<file path="src/rtl/mem_arbiter_pkg.sv">
// Shared types and helpers for the instruction/data memory arbiter.
// State encoding, access-legality check and counter sizing used by cpu and arbiter.
package mem_arbiter_pkg;

    typedef enum logic [1:0] {
        IDLE     = 2'd0,
        IF_WAIT  = 2'd1,
        MEM_WAIT = 2'd2
    } arb_state_e;

    // Data access is rejected when misaligned, past the end of RAM, or read+write at once.
    function automatic logic addr_err(
        input logic [31:0] addr,
        input logic        rd,
        input logic        wr,
        input int unsigned nmem
    );
        logic [31:0] widx;
        widx = {2'b00, addr[31:2]};
        return (addr[1:0] != 2'b00) || (widx >= nmem) || (rd && wr);
    endfunction

    function automatic int starve_cw(input int maxv);
        int w;
        w = $clog2(maxv + 1);
        return (w < 2) ? 2 : w;
    endfunction

endpackage

</file>
<file path="src/rtl/mem_arbiter_starve_ctr.sv">
// Saturating count of data grants issued while a fetch waits; flags when fetch must win.
// Zero-latency compare, count updates on the grant edge; no backpressure of its own.
module arb_starve_ctr
    import mem_arbiter_pkg::*;
#(
    parameter int STARVE_MAX = 3,
    parameter int CW         = starve_cw(STARVE_MAX)
) (
    input  logic clk,
    input  logic reset,
    input  logic idle_i,
    input  logic if_req_i,
    input  logic data_grant_i,
    input  logic fetch_grant_i,
    output logic fetch_wins_o
);

    localparam logic [CW-1:0] MAXV = CW'(STARVE_MAX);

    logic [CW-1:0] cnt_q, cnt_d;

    assign fetch_wins_o = if_req_i && (cnt_q == MAXV);

    always_comb begin
        cnt_d = cnt_q;
        if (fetch_grant_i || (idle_i && !if_req_i)) begin
            cnt_d = '0;
        end else if (data_grant_i && if_req_i && (cnt_q != MAXV)) begin
            cnt_d = cnt_q + 1'b1;
        end
    end

    always_ff @(posedge clk) begin
        if (reset) begin
            cnt_q <= '0;
        end else begin
            cnt_q <= cnt_d;
        end
    end

endmodule

</file>
<file path="src/rtl/mem_arbiter.sv">
// Shares one synchronous RAM port between instruction fetch and data load/store.
// Grant is combinational in IDLE, ready one cycle later; requesters hold until ready.
module mem_arbiter
    import mem_arbiter_pkg::*;
#(
    parameter int NMEM       = 64,
    parameter int STARVE_MAX = 3,
    localparam int AW        = $clog2(NMEM)
) (
    input  logic          clk,
    input  logic          reset,
    input  logic          if_req,
    input  logic [31:0]   if_addr,
    output logic [31:0]   if_instr,
    output logic          if_ready,
    input  logic          mem_memread,
    input  logic          mem_memwrite,
    input  logic [31:0]   mem_addr,
    input  logic [31:0]   mem_wdata,
    output logic [31:0]   mem_memdata,
    output logic          mem_ready,
    output logic          mem_err,
    output logic          ram_en,
    output logic          ram_we,
    output logic [AW-1:0] ram_addr,
    output logic [31:0]   ram_wdata,
    input  logic [31:0]   ram_rdata
);

    arb_state_e state_q, state_d;
    logic       err_q, err_d;
    logic       wr_q, wr_d;

    logic mem_req;
    logic data_err;
    logic idle;
    logic fetch_wins;
    logic grant_if;
    logic grant_mem;

    // Fetch addresses wrap inside the RAM, so the high and byte-offset bits are ignored.
    logic unused_if_addr_bits;
    assign unused_if_addr_bits = ^{if_addr[31:AW+2], if_addr[1:0]};

    assign mem_req   = mem_memread | mem_memwrite;
    assign data_err  = addr_err(mem_addr, mem_memread, mem_memwrite, NMEM);
    assign idle      = (state_q == IDLE) && !reset;
    assign grant_if  = idle && if_req && (!mem_req || fetch_wins);
    assign grant_mem = idle && mem_req && !grant_if;

    arb_starve_ctr #(
        .STARVE_MAX (STARVE_MAX)
    ) u_starve (
        .clk           (clk),
        .reset         (reset),
        .idle_i        (idle),
        .if_req_i      (if_req),
        .data_grant_i  (grant_mem),
        .fetch_grant_i (grant_if),
        .fetch_wins_o  (fetch_wins)
    );

    always_comb begin
        state_d     = state_q;
        err_d       = err_q;
        wr_d        = wr_q;
        ram_en      = 1'b0;
        ram_we      = 1'b0;
        ram_addr    = '0;
        ram_wdata   = '0;
        if_ready    = 1'b0;
        if_instr    = '0;
        mem_ready   = 1'b0;
        mem_err     = 1'b0;
        mem_memdata = '0;
        if (!reset) begin
            unique case (state_q)
                IDLE: begin
                    if (grant_if) begin
                        ram_en   = 1'b1;
                        ram_addr = if_addr[AW+1:2];
                        state_d  = IF_WAIT;
                    end else if (grant_mem) begin
                        // A rejected access still occupies the slot but never touches RAM.
                        err_d   = data_err;
                        wr_d    = mem_memwrite;
                        state_d = MEM_WAIT;
                        if (!data_err) begin
                            ram_en    = 1'b1;
                            ram_we    = mem_memwrite;
                            ram_addr  = mem_addr[AW+1:2];
                            ram_wdata = mem_memwrite ? mem_wdata : 32'h0;
                        end
                    end
                end
                IF_WAIT: begin
                    if_ready = 1'b1;
                    if_instr = ram_rdata;
                    state_d  = IDLE;
                end
                MEM_WAIT: begin
                    mem_ready = 1'b1;
                    mem_err   = err_q;
                    if (!err_q && !wr_q) begin
                        mem_memdata = ram_rdata;
                    end
                    state_d = IDLE;
                end
                default: state_d = IDLE;
            endcase
        end
    end

    always_ff @(posedge clk) begin
        if (reset) begin
            state_q <= IDLE;
            err_q   <= 1'b0;
            wr_q    <= 1'b0;
        end else begin
            state_q <= state_d;
            err_q   <= err_d;
            wr_q    <= wr_d;
        end
    end

endmodule

</file>
<file path="config.mk">
export PLATFORM = sky130hd
export DESIGN_NAME = mem_arbiter
export DESIGN_NICKNAME = d
export VERILOG_FILES = /design/src/rtl/mem_arbiter_pkg.sv /design/src/rtl/mem_arbiter_starve_ctr.sv /design/src/rtl/mem_arbiter.sv
export SDC_FILE = /design/constraint.sdc
export NUM_CORES = 1
export LEC_CHECK = 0
export CAP_MARGIN = 40
export CORE_AREA = 2 2 94 96
export CTS_BUF_LIST = sky130_fd_sc_hd__clkbuf_4 sky130_fd_sc_hd__clkbuf_8
export DETAILED_ROUTE_END_ITERATION = 7
export DIE_AREA = 0 0 96 98
export GPL_ROUTABILITY_DRIVEN = 0
export PLACE_DENSITY_LB_ADDON = 0.1
export SLEW_MARGIN = 20
export SYNTH_ARGS = -nofsm -noshare
export SYNTH_HDL_FRONTEND = slang
export SYNTH_HIERARCHICAL = 1
export SYNTH_SLANG_ARGS = --single-unit
</file>
<file path="constraint.sdc">
create_clock -name clk -period 3.15 [get_ports clk]
set_clock_uncertainty 0.2 [all_clocks]
set_input_delay 0.4725 -clock clk [delete_from_list [all_inputs] [get_ports clk]]
set_output_delay 0.4725 -clock clk [all_outputs]
set_load 0.005 [all_outputs]
</file>
# After elaboration in Yosys (flattened, before gate mapping)
# Cells that the tools add are included.
# op_classes
n_bitwise,3
eq_ne,4
add_sub_neg,1
reduce_logical,28
n_mux,34
magnitude_cmp,1
# op_table
operator,count
$mux W32,11
$ge A30 B7 Y1 const B,1
$mux W6,5
$mux W1,18
$logic_and A1 B1 Y1,11
$logic_not A1 Y1,6
$eq A2 B2 Y1 const B,2
$logic_or A1 B1 Y1,4
$reduce_bool A2 Y1,2
$reduce_or A2 Y1,2
$reduce_and A3 Y1,1
$reduce_or A3 Y1,1
$add A2 B1 Y2 const B,1
$eq A2 B1 Y1 const B,1
$logic_not A2 Y1,1
$ne A2 B2 Y1 const B,1
$not A1 Y1,2
$or A1 B1 Y1,1
# totals
input_bits,133
reg_bits,6

# Logic depth before layout (Yosys ltp)
# Gate-level depths: netlist of the first run.
# depth
ltp_word,10
depth_mapped,8
mapped_depth_nobuf,8

# Hierarchy
# The synthesis of the first run kept the hierarchy.
# modules_own_cells
mod,area_each_um2,cells_each,seq_area_each_um2,instances
mem_arbiter,1087.3,148,80.1,1
arb_starve_ctr,108.9,11,40.0,1

# Worst setup path before layout of the first run
# OpenSTA, ideal clock, no wires.
# synth_timing
kind,register -> output
startpoint,register u_starve.cnt_q[0]
endpoint,output port ram_wdata[22]
n_path_buf,1
t_arrival_ns,1.710
path_stages_with_launch,8
slack_ns,0.768
t_required_ns,2.477
cell_sequence,dfxtp_1 > ha_1 > and2_1 > a2111oi_4 > nand2_2 > nor3_4 > buf_6 > and3_1
# synth_via
elab_chain_cells,10
# synth_lines
item,line_no,rtl
"start, declared",mem_arbiter_starve_ctr.sv:20,"logic [CW-1:0] cnt_q, cnt_d;"
"start signal, assigned",mem_arbiter_starve_ctr.sv:37,cnt_q <= cnt_d;
$eq A2 B2 Y1 (*),mem_arbiter_starve_ctr.sv:22,assign fetch_wins_o = if_req_i && (cnt_q == MAXV);
$logic_and A1 B1 Y1 (*),mem_arbiter_starve_ctr.sv:22,
named net fetch_wins,mem_arbiter.sv:37,logic fetch_wins;
$logic_or A1 B1 Y1 (*),mem_arbiter.sv:48,assign grant_if = idle && if_req && (!mem_req || fetch_wins);
$logic_and A1 B1 Y1 (*),mem_arbiter.sv:48,
$logic_not A1 Y1,mem_arbiter.sv:49,assign grant_mem = idle && mem_req && !grant_if;
$logic_and A1 B1 Y1,mem_arbiter.sv:49,
$mux W32,mem_arbiter.sv:83,end else if (grant_mem) begin
$mux W32 (*),mem_arbiter.sv:79,if (grant_if) begin
$mux W32 (*),mem_arbiter.sv:77,unique case (state_q)
$mux W32 (*),mem_arbiter.sv:76,if (!reset) begin
"end, declared",mem_arbiter.sv:26,"output logic [31:0] ram_wdata,"
# Mark *: on every way through the listed nets, which the timed path passes. The rest lies on a longest branch.

# Worst setup path after layout of the first run
# layout_timing
startpoint,input port if_req
endpoint,output port ram_wdata[0]
# layout_via
elab_chain_cells,9
# layout_lines
item,line_no,rtl
"start, declared",mem_arbiter.sv:12,"input logic if_req,"
$logic_and A1 B1 Y1,mem_arbiter_starve_ctr.sv:22,
$logic_or A1 B1 Y1,mem_arbiter.sv:48,
$logic_and A1 B1 Y1 (*),mem_arbiter.sv:48,
$logic_not A1 Y1,mem_arbiter.sv:49,
$logic_and A1 B1 Y1,mem_arbiter.sv:49,
$mux W32,mem_arbiter.sv:83,
$mux W32 (*),mem_arbiter.sv:79,
$mux W32 (*),mem_arbiter.sv:77,
$mux W32 (*),mem_arbiter.sv:76,
# Mark *: on every way between the ends. The rest lies on a longest branch, timed or not.

==> metrics.txt, run 1 <==
RR Startpoint=u_starve/cnt_q[0]; Leakage=2.06 nW; final std cells w/o fill=491; syn nets=293; total global-route track usage=12.9%; post-synthesis xor/xnor area fraction=0.732%; drt wl/cell=13.2 um; Max Root-Sink Buffers=2; adder-cell share of the synthesized area=1.05%; Min-Delay Startpoint=wr_q; Mapped Area=1200 um^2; reg2reg end=u_starve/cnt_q[0]; main combinational cell family by area after synthesis=simple AND/OR/NAND/NOR gates; worst-path fanout max=17; row count=34; DIE AREA=9410 um^2; first-pass GRT wire length=9660 um; DRT antenna net count=0; Max Cap Violations=0; antenna cell count=0; Initial Util=14.1%; Worst-Skew Late Latency=0.22 ns; maximum VDD drop=0.0464 mV; detail-routed via count per cell=4.05; pwr dens=120 nW/um^2; Pins Over Slew Limit=0; status=complete, no violations; EDFF count, synth=0; HPWL after detailed placement=5290 um; final setup violation count=0; Detailed Route Iter0 Violations=18; RSZ-0062 raised after global routing=no; Reg clk slew, reported paths=0.04 ns; total number of vias=1991; post-synthesis cell count=159; crit end category=output port; Core ar.=8470 um^2; Tmin final=2.96 ns; clock root buffer=clkbuf_8; area of the multi-input gates=1040 um^2; first-pass detailed-route iteration total=2; largest net degree at the start of global routing=35; Hold Path Stages=2; post-synthesis compound-gate area fraction=10.8%; r2r setup slk=0.96 ns; IO Pins=240; Synth warnings=6; Avg Inst Size Synth=7.52 um^2; vias in the first global route=1987; fillcell total=825; Die Y=98 um; Hold Violations, Final=0; Die W=96 um; area share of and/or/nand/nor cells after synthesis=69.6%; Reg area=120 um^2; R2R depth=10; unique cell type count in the Yosys netlist=32; CP required=2.48 ns; HP Class=reg2reg; Top FF cell, synth=dfxtp_1; residual DRC count=0; share of cells above drive strength 1=12.0%; Worst Hold End=wr_q; WL final=6460 um; Seq/Total Area, Yosys=10.0%; Power Total=0.000448 W; critical path type=in2out; P&R area growth vs syn=213%; I/O Buffers=213; worst-margin pin slew=0.323 ns; max_slew headroom=78.5%; maximum clock rate=338 MHz; post-synthesis mux area share=0.837%; Sinks on Clock Net=6; FF+latch count, synth=6; GRT Residual Overflow=0; Final nets=519; Num CTS Buffers=3; Async SR Flop Fraction=0%; # H-tree levels=1; Placed Instances=483; initial antenna violation count=0; Worst setup SP type=input pin; CTS Hold Bufs=0; post-route clock period utilization=94.0%; Arr. time, crit path=2.29 ns; CTS tree=done
-- cell usage in the layout, fill, tap and decap left out, types with 2 or more instances in the layout --
cell	n
buf_6	4
nor4_2	2
and2_1	66
dlymetal6s2s_1	24
buf_12	3
nor2_1	2
a22o_1	6
clkdlybuf4s50_1	170
and3_1	28
nor3b_2	3
buf_4	13
nor3_4	2
clkbuf_8	3
and3_2	3
o211a_1	2
nor4_4	3
dlygate4sd2_1	19
inv_1	3
dfxtp_1	6
-- cell usage after synthesis, types with 2 or more instances --
| cell type | count | share of area (%) |
|---|---|---|
| a211oi_1 | 2 | 1.3 |
| a22o_1 | 6 | 4.4 |
| and2_1 | 67 | 35 |
| and3_1 | 29 | 15 |
| and3_2 | 3 | 1.9 |
| buf_6 | 3 | 2.8 |
| clkbuf_1 | 9 | 2.8 |
| dfxtp_1 | 6 | 10 |
| inv_1 | 3 | 0.94 |
| nor2_1 | 2 | 0.63 |
| nor3_1 | 2 | 0.84 |
| nor3_4 | 2 | 2.7 |
| nor3b_2 | 2 | 2.1 |
| nor4_1 | 3 | 1.6 |
| nor4_4 | 2 | 3.6 |
| o211a_1 | 2 | 1.7 |
-- final cells by class --
| cell class | instances | area share, % |
|---|---|---|
| clock buffers | 3 | 1.10 |
| inverters | 3 | 0.301 |
| multi-input cells | 137 | 27.7 |
| flip-flops and latches | 6 | 3.21 |
| well taps | 108 | 3.61 |
| repair buffers | 234 | 64.1 |
-- state kept, by name, indices dropped and copies added (netlist names) --
signal / flops
wr_q: 1
err_q: 1
state_q: 2
u_starve/cnt_q: 2
-- cells by family after synthesis --
family / Yosys count
AO/OA/AOI/OAI: 13
XOR/XNOR: 1
adder cells (fa/ha/maj): 1
buffers and inverters: 16
flip-flops: 6
multiplexers: 1
AND/OR/NAND/NOR: 121
-- where the power goes --
part	leakage, nW	total, W	switching, W	internal (W)
registers	0.0492	0.0000854	0.00000459	0.0000808
logic	1.99	0.000247	0.0000700	0.000177
clock network	0.0216	0.000116	0.0000338	0.0000821
total	2.06	0.000448	0.000108	0.000340
-- what timing repair did --
action / 4_1_cts / 5_1_grt
endpoints found under the setup margin: 41 / 23
resized for setup: 25 / 29
pin swaps: 1 / 4
setup buffers: 4 / 0
gates cloned: 1 / 0
-- metrics by stage --
step	TNS (ns)	utilization [%]	setup WS, ns	hold slack [ns]	area [um^2]
6_report	0	44.2	0.189	0.272	3740
3_5_place_dp	-7.74	42.0	-0.238	0.265	3560
4_1_cts	-2.04	43.2	-0.117	0.271	3650
3_3_place_gp	-7.67	42.0	-0.232	0.265	3560
2_1_floorplan	0	-	0.768	0.242	1200
5_1_grt	0	44.2	0.0572	0.291	3740
-- worst max-delay path by stage --
stage | endpoint | start
final | ram_wdata[0] | if_req
after global routing | ram_wdata[0] | u_starve/cnt_q[0]
after CTS | ram_wdata[8] | mem_addr[9]
after detailed placement | ram_wdata[0] | if_req
after global placement | ram_wdata[0] | if_req
after floorplan | ram_wdata[22] | u_starve/cnt_q[0]
-- routing by layer --
metal	global-route usage [%]	part of all wire (%)
met3	4.71	13
met1	12.6	34
met4	3.74	1.5
met5	0	0
met2	24.6	51
-- critical path: stages --
cell and delay [ns]:
dlygate4sd2_1 0.25, buf_6 0.13, a2111oi_4 0.39, nand2_2 0.13, nor3_4 0.23, buf_6 0.13, buf_12 0.12, and3_2 0.17
dlygate4sd2_1 0.25
(Power assumes the default switching activity.)
==> run 2, diff against run 1 <==
--- a/config.mk
+++ b/config.mk
@@ -11,8 +11,9 @@
 export DETAILED_ROUTE_END_ITERATION = 7
 export DIE_AREA = 0 0 96 98
 export GPL_ROUTABILITY_DRIVEN = 0
+export HOLD_SLACK_MARGIN = 0.12
 export PLACE_DENSITY_LB_ADDON = 0.1
-export SLEW_MARGIN = 20
+export SLEW_MARGIN = 30
 export SYNTH_ARGS = -nofsm -noshare
 export SYNTH_HDL_FRONTEND = slang
 export SYNTH_HIERARCHICAL = 1
==> results of run 2 <==
The final DEF is identical to that of run 1; final timing and power are the same.
==> run 3, diff against run 2 <==
--- a/config.mk
+++ b/config.mk
@@ -11,7 +11,6 @@
 export DETAILED_ROUTE_END_ITERATION = 7
 export DIE_AREA = 0 0 96 98
 export GPL_ROUTABILITY_DRIVEN = 0
-export HOLD_SLACK_MARGIN = 0.12
 export PLACE_DENSITY_LB_ADDON = 0.1
 export SLEW_MARGIN = 30
 export SYNTH_ARGS = -nofsm -noshare
==> results of run 3 <==
The final DEF is identical to that of run 1; final timing and power are the same.
